$ cat config.mk
export PLATFORM = sky130hd
export DESIGN_NAME = tdm_demux4
export DESIGN_NICKNAME = d
export VERILOG_FILES = /design/src/rtl/tdm_demux4.sv
export SDC_FILE = /design/constraint.sdc
export NUM_CORES = 1
export LEC_CHECK = 0
export ABC_CLOCK_PERIOD_IN_PS = 1750
export BUFFER_PORTS_ARGS = -buffer_cell sky130_fd_sc_hd__buf_2
export CAP_MARGIN = 15
export CORE_UTILIZATION = 51
export CTS_CLUSTER_DIAMETER = 60
export DETAILED_ROUTE_END_ITERATION = 12
export GPL_TIMING_DRIVEN = 1
export PLACE_DENSITY = 0.82
export SLEW_MARGIN = 20
export SYNTH_ARGS = -nofsm -noshare
export SYNTH_HDL_FRONTEND = slang
export SYNTH_SLANG_ARGS = --single-unit
$ cat constraint.sdc
create_clock -name clk -period 1.75 [get_ports clk]
set_input_delay 0.4375 -clock clk [delete_from_list [all_inputs] [get_ports clk]]
set_output_delay 0.4375 -clock clk [all_outputs]
set_load 0.05 [all_outputs]
$ cat src/rtl/tdm_demux4.sv
// Receiver for the 4-channel TDM serial link: collects four MSB-first WIDTH-bit slots per
// frame into a shadow register and publishes them together when a frame completes.
module tdm_demux4 #(
  parameter int unsigned WIDTH = 4
) (
  input  logic             clk,
  input  logic             rst,
  input  logic             din,
  input  logic             din_valid,
  input  logic             frame_start,
  output logic [WIDTH-1:0] a_out,
  output logic [WIDTH-1:0] b_out,
  output logic [WIDTH-1:0] c_out,
  output logic [WIDTH-1:0] d_out,
  output logic             frame_valid,
  output logic             sync_err,
  output logic             locked
);

  localparam int unsigned FrameBits = 4 * WIDTH;
  localparam int unsigned CntW      = $clog2(FrameBits);
  localparam logic [CntW-1:0] LastCnt = CntW'(FrameBits - 1);

  typedef enum logic [0:0] {StHunt, StRecv} state_e;

  state_e               state_q, state_d;
  logic [CntW-1:0]      cnt_q, cnt_d;
  logic [FrameBits-1:0] shadow_q, shadow_d;
  logic [FrameBits-1:0] frame_q, frame_d;
  logic                 fv_q, fv_d;
  logic                 err_q, err_d;
  logic                 locked_q, locked_d;

  // Slot A occupies the top of the shadow register, so bit k lands at FrameBits-1-k.
  logic [CntW-1:0]      bit_idx;
  logic [FrameBits-1:0] full_frame;

  assign bit_idx    = LastCnt - cnt_q;
  assign full_frame = {shadow_q[FrameBits-1:1], din};

  always_comb begin
    state_d  = state_q;
    cnt_d    = cnt_q;
    shadow_d = shadow_q;
    frame_d  = frame_q;
    fv_d     = 1'b0;
    err_d    = 1'b0;
    locked_d = locked_q;
    if (din_valid) begin
      unique case (state_q)
        StHunt: begin
          if (frame_start) begin
            shadow_d                = '0;
            shadow_d[FrameBits-1]   = din;
            cnt_d                   = CntW'(1);
            state_d                 = StRecv;
          end
        end
        StRecv: begin
          if (frame_start) begin
            // A marker anywhere but slot boundary zero aborts the partial frame.
            if (cnt_q != '0) begin
              err_d    = 1'b1;
              locked_d = 1'b0;
            end
            shadow_d              = '0;
            shadow_d[FrameBits-1] = din;
            cnt_d                 = CntW'(1);
          end else if (cnt_q == '0) begin
            err_d    = 1'b1;
            locked_d = 1'b0;
            state_d  = StHunt;
          end else begin
            shadow_d[bit_idx] = din;
            if (cnt_q == LastCnt) begin
              frame_d  = full_frame;
              fv_d     = 1'b1;
              locked_d = 1'b1;
              cnt_d    = '0;
            end else begin
              cnt_d = cnt_q + CntW'(1);
            end
          end
        end
        default: state_d = StHunt;
      endcase
    end
  end

  always_ff @(posedge clk) begin
    if (rst) begin
      state_q  <= StHunt;
      cnt_q    <= '0;
      shadow_q <= '0;
      frame_q  <= '0;
      fv_q     <= 1'b0;
      err_q    <= 1'b0;
      locked_q <= 1'b0;
    end else begin
      state_q  <= state_d;
      cnt_q    <= cnt_d;
      shadow_q <= shadow_d;
      frame_q  <= frame_d;
      fv_q     <= fv_d;
      err_q    <= err_d;
      locked_q <= locked_d;
    end
  end

  assign a_out       = frame_q[4*WIDTH-1 -: WIDTH];
  assign b_out       = frame_q[3*WIDTH-1 -: WIDTH];
  assign c_out       = frame_q[2*WIDTH-1 -: WIDTH];
  assign d_out       = frame_q[WIDTH-1 -: WIDTH];
  assign frame_valid = fv_q;
  assign sync_err    = err_q;
  assign locked      = locked_q;

endmodule

; ---- Yosys cells after proc, flatten, opt, wreduce, memory -nomap -nowiden
; Cells that the tools add are included.
; W data, S select, Z words.
[totals]
output_inout_bits = 19
reg_bits = 40
input_bits = 5
word_cells = 52
[classes]
reduce_logical = 9
addsub = 2
n_eq_ne = 4
order_cmp = 2
mux = 24
n_bitwise = 4
[ops]
columns = op, n
row1 = $mux W16, 3
row2 = $pmux W16 S2, 1
row3 = $bwmux W16, 1
row4 = $mux W4, 4
row5 = $mux W1, 12
row6 = $pmux W4 S2, 1
row7 = $lt A4 B5 Y1 const B, 1
row8 = $reduce_and A5 Y1, 1
row9 = $reduce_or A5 Y1, 1
row10 = $add A4 B1 Y4 const B, 1
row11 = $demux W1 S4, 1
row12 = $eq A4 B4 Y1 const B, 1
row13 = $ge A4 B1 Y1 const B, 1
row14 = $logic_not A4 Y1, 1
row15 = $not A1 Y1, 4
row16 = $reduce_and A4 Y1, 1
row17 = $reduce_bool A4 Y1, 1
row18 = $sub A4 B4 Y4 const A, 1
row19 = $ne A3 B3 Y1 const B, 1
row20 = $reduce_and A3 Y1, 1
row21 = $reduce_bool A3 Y1, 1
row22 = $reduce_or A3 Y1, 1
row23 = $ne A2 B1 Y1 const B, 1
row24 = $ne A2 B2 Y1 const B, 1
row25 = 2 further kinds, 2

; ---- Depth between registers and ports, before layout
[depth]
word_depth = 9
mapped_depth = 6

; ---- Worst setup path before layout
; OpenSTA, ideal clock, no wires.
[synth_path]
path_type = reg2reg
from = reg cnt_q[0]
to = reg cnt_q[2]
synth_period_minus_slack_ns = 1.675
arrival_time_ns = 1.580
setup_slack_ns = 0.075
stages_incl_launch_ff = 6
n_path_buf = 0
setup_ns = 0.095
path_cell_list = dfxtp_1 > inv_1 > ha_1 > nor4b_4 > or4_1 > a221oi_1
[synth_between]
elab_chain_len = 5
elab_cells_between_ends = 9
[synth_lines]
columns = element, line
row1 = from (decl), 27  ; logic [CntW-1:0] cnt_q, cnt_d;
row2 = from (signal assigned), 101  ; cnt_q <= cnt_d;
row3 = $add A4 B1 Y4 or $eq A4 B4 Y1 (tied branches), "81, 75"
row4 = $mux W4, 75  ; if (cnt_q == LastCnt) begin
row5 = $mux W4, 69  ; end else if (cnt_q == '0) begin
row6 = $mux W4, 60  ; if (frame_start) begin
row7 = $pmux W4 S2, 50  ; unique case (state_q)
; Parallel ways exist; a longest one is shown, timed or not. The select of a mux whose other input is x is not followed.
; A chain may end at the register's enable or synchronous reset.

; ---- Worst setup path after layout
; Same ends and word-level chain as after synthesis.

==> impl_metrics.csv <==
group,metric,value,unit
run_status,outcome,"complete, no violations",
power_and_ir_drop,p_leak,0.821,nW
placement,postPlaceCellArea,2160,µm²
cts,clk_pin_slew,80,ps
sta,final_max_slew_viol_count,0,
sta,rsz0062_at_grt,"false",
grt,grt_pass1_vias,1593,
cells_and_area,drive_above_1_share,25.4,%
cts,clockBufferDepth,2,
cells_and_area,final_cell_area,2290,µm²
die,core,3440,µm²
sta,slew_headroom,81.9,%
cells_and_area,nNetsFinal,264,
sta,hold_viol,0,
worst_setup_path,rrSetupSlack,70,ps
die,die_w,63.1,µm
cells_and_area,layout_commonest_cell,"dfxtp_1",
power_and_ir_drop,switchingPower,0.411,mW
worst_setup_path,r2r-start,"cnt_q[0]$_SDFFE_PP0P_",
synth,synth_seq_area_share,41.0,%
synth,async_reset_ff_share,0,%
worst_setup_path,cp-end-kind,"register",
power_and_ir_drop,total_power,1.79,mW
routing,route.vias.total,1711,
power_and_ir_drop,p_int,1.38,mW
worst_setup_path,r2r-end,"cnt_q[2]$_SDFFE_PP0P_",
synth,netlist_area,1900,µm²
cts,cts.htree.levels,2,
routing,first_pass_iters,4,
cts,cts_tree,"yes",
synth,ys.flop_type,"dfxtp_1",
power_and_ir_drop,combPwrFrac,8.0,%
power_and_ir_drop,seq_power_share,50.1,%
routing,drt-initial-drc-count,107,
cells_and_area,antennaDiodeCount,0,
sta,min_period,1680,ps
sta,worst_clock_skew,5.27,ps
cts,insertion_delay,290,ps
sta,fin_ws,67.5,ps
die,start_util,55.3,%
sta,final.setup.tns,0,ps
cells_and_area,synthToLayoutAreaGrowth,20.5,%
routing,drc,0,
grt,grt_pass1_wl,7.33,mm
sta,fmax,594,MHz
routing,ant_nets,0,
die,fp-row-count,21,
worst_setup_path,critical_path_arrival,1900,ps
power_and_ir_drop,swShare,23.0,%
cts,ctsHoldBuffers,0,
grt,gr-total-overflow,0,
cts,root_buffer,"clkbuf_8",
worst_setup_path,ff2ff_path_depth,6,
synth,synth_warnings,0,
synth,syn_inst,223,
grt,antenna_found_initial,0,
cts,cts_made_buffers,5,
power_and_ir_drop,clkPwrFrac,41.9,%
placement,dp_hpwl,3.13,mm
die,io_pins,24,
worst_setup_path,crit_end,"cnt_q[2]$_SDFFE_PP0P_",
sta,setup_viol,0,
power_and_ir_drop,vdd.ir_drop.worst,0.000350,V
grt,grt_usage,23.7,%
sta,tightest_slew,271,ps
synth,ys_seq_elements,39,
synth,syn-num-nets,232,
worst_setup_path,critPathRequiredTime,1960,ps
synth,avgSynthCellArea,8.53,µm²
worst_hold_path,min_path_type,"in -> reg",
die,die_area,3980,µm²
worst_setup_path,startpoint_type,"register",
routing,drt-total-wl,4.26,mm
synth,synth_edf_count,0,
routing,viasPerCell,5.67,
die,die_y,63.1,µm
sta,period_share,96.1,%
worst_setup_path,cp-startpoint,"cnt_q[0]$_SDFFE_PP0P_",
synth,synth_cell_types,36,
power_and_ir_drop,power_density,779,nW/µm²
placement,routabilityCongestion,0.824,
worst_setup_path,crit_type,"reg -> reg",
cts,cts_sinks,39,
worst_setup_path,critical_path.max_fanout,19,
placement,portBuffers,23,
run,drv_cap,0,
routing,routedWlPerCell,14.1,µm
placement,place_ws,24.3,ps
cells_and_area,final_cell_mix,"dfxtp_1 (38), buf_2 (23), nand3_1 (22), buf_4 (22)",
grt,grt_max_degree,25,
==> cells in the mapped netlist, types with 4 or more instances <==
library cell,n,area [µm²]
a211oi_1,14,105
a21oi_1,21,105
buf_2,9,45.0
clkbuf_1,7,26.3
dfxtp_1,39,781
ha_1,4,50.1
inv_1,21,78.8
nand2_1,8,30.0
nand3_1,22,110
nand3b_1,10,75.1
o21ai_0,20,100
o32ai_1,15,131
==> how the worst min path moves through the flow <==
stage / from / endpoint / slack, ps / cells after the start
after global routing: din_valid / cnt_q[2]$_SDFFE_PP0P_ / 450 / 2
after CTS: din_valid / cnt_q[2]$_SDFFE_PP0P_ / 450 / 2
after global placement: shadow_q[3]$_SDFFE_PP0P_ / frame_q[3]$_SDFFE_PP0P_ / 450 / 2
final: din_valid / cnt_q[2]$_SDFFE_PP0P_ / 450 / 2
after detailed placement: shadow_q[9]$_SDFFE_PP0P_ / frame_q[9]$_SDFFE_PP0P_ / 460 / 2
after floorplan: shadow_q[15]$_SDFFE_PP0P_ / shadow_q[15]$_SDFFE_PP0P_ / 440 / 2
==> metal layers <==
layer / track usage, % / vias up / routed length [µm]
met5: 0 / - / 0
met4: 12.5 / 0 / 91
met3: 5.07 / 8 / 169
met2: 39.0 / 40 / 2070
met1: 28.8 / 781 / 1930
li1: - / 882 / -
==> timing repair <==
| item | in CTS | in global routing |
|---|---|---|
| resized for setup | 0 | 5 |
| setup endpoints to repair | 0 | 3 |
| setup buffers | 0 | 0 |
==> stage by stage <==
| stage | instances | hold slack [ps] | utilization [%] |
|---|---|---|---|
| detailed placement | 294 | 461 | 62.8 |
| global placement | 294 | 455 | 62.8 |
| finish | 302 | 448 | 66.6 |
| global route | 302 | 446 | 66.6 |
| floorplan | 223 | 437 | - |
| CTS | 302 | 450 | 66.1 |
==> registers in the layout (all words and copies together) (netlist names) <==
name and count:
frame_valid 1, cnt_q 4, sync_err 1, locked 1, shadow_q 15, state_q 1, frame_q 16
==> power groups by stage <==
stage	Sequential [mW]	Clock [mW]	Combinational [mW]
after floorplan	0.917	0	0.0897
after global placement	0.915	0	0.138
after detailed placement	0.915	0	0.141
after CTS	0.894	0.760	0.141
after global routing	0.895	0.792	0.157
final	0.895	0.749	0.144
==> cell type report <==
| type | instances | area, µm² |
|---|---|---|
| Tap cell | 46 | 57.6 |
| Clock inverter | 3 | 43.8 |
| Inverter | 21 | 78.8 |
| Sequential cell | 39 | 782 |
| Timing Repair Buffer | 47 | 320 |
| Fill cell | 286 | 1150 |
| Clock buffer | 5 | 68.8 |
| Multi-Input combinational cell | 141 | 942 |
==> cells by family after synthesis <==
logic type	count (synthesis)	synth area share (%)
AOI/OAI and AO/OA	74	24.9
and+or+nand+nor	62	20.6
buffers and inverters	43	10.4
DFF	39	41.0
adders and majority gates	4	2.63
xor gates and xnor gates	1	0.460
==> critical path, cell delays in order (launching register included) <==
cell and delay (ps):
dfxtp_2 330, inv_1 50, ha_1 210, nor4b_4 140
buf_12 160, or4_4 480, a221oi_2 230
(Power assumes the default switching activity.)
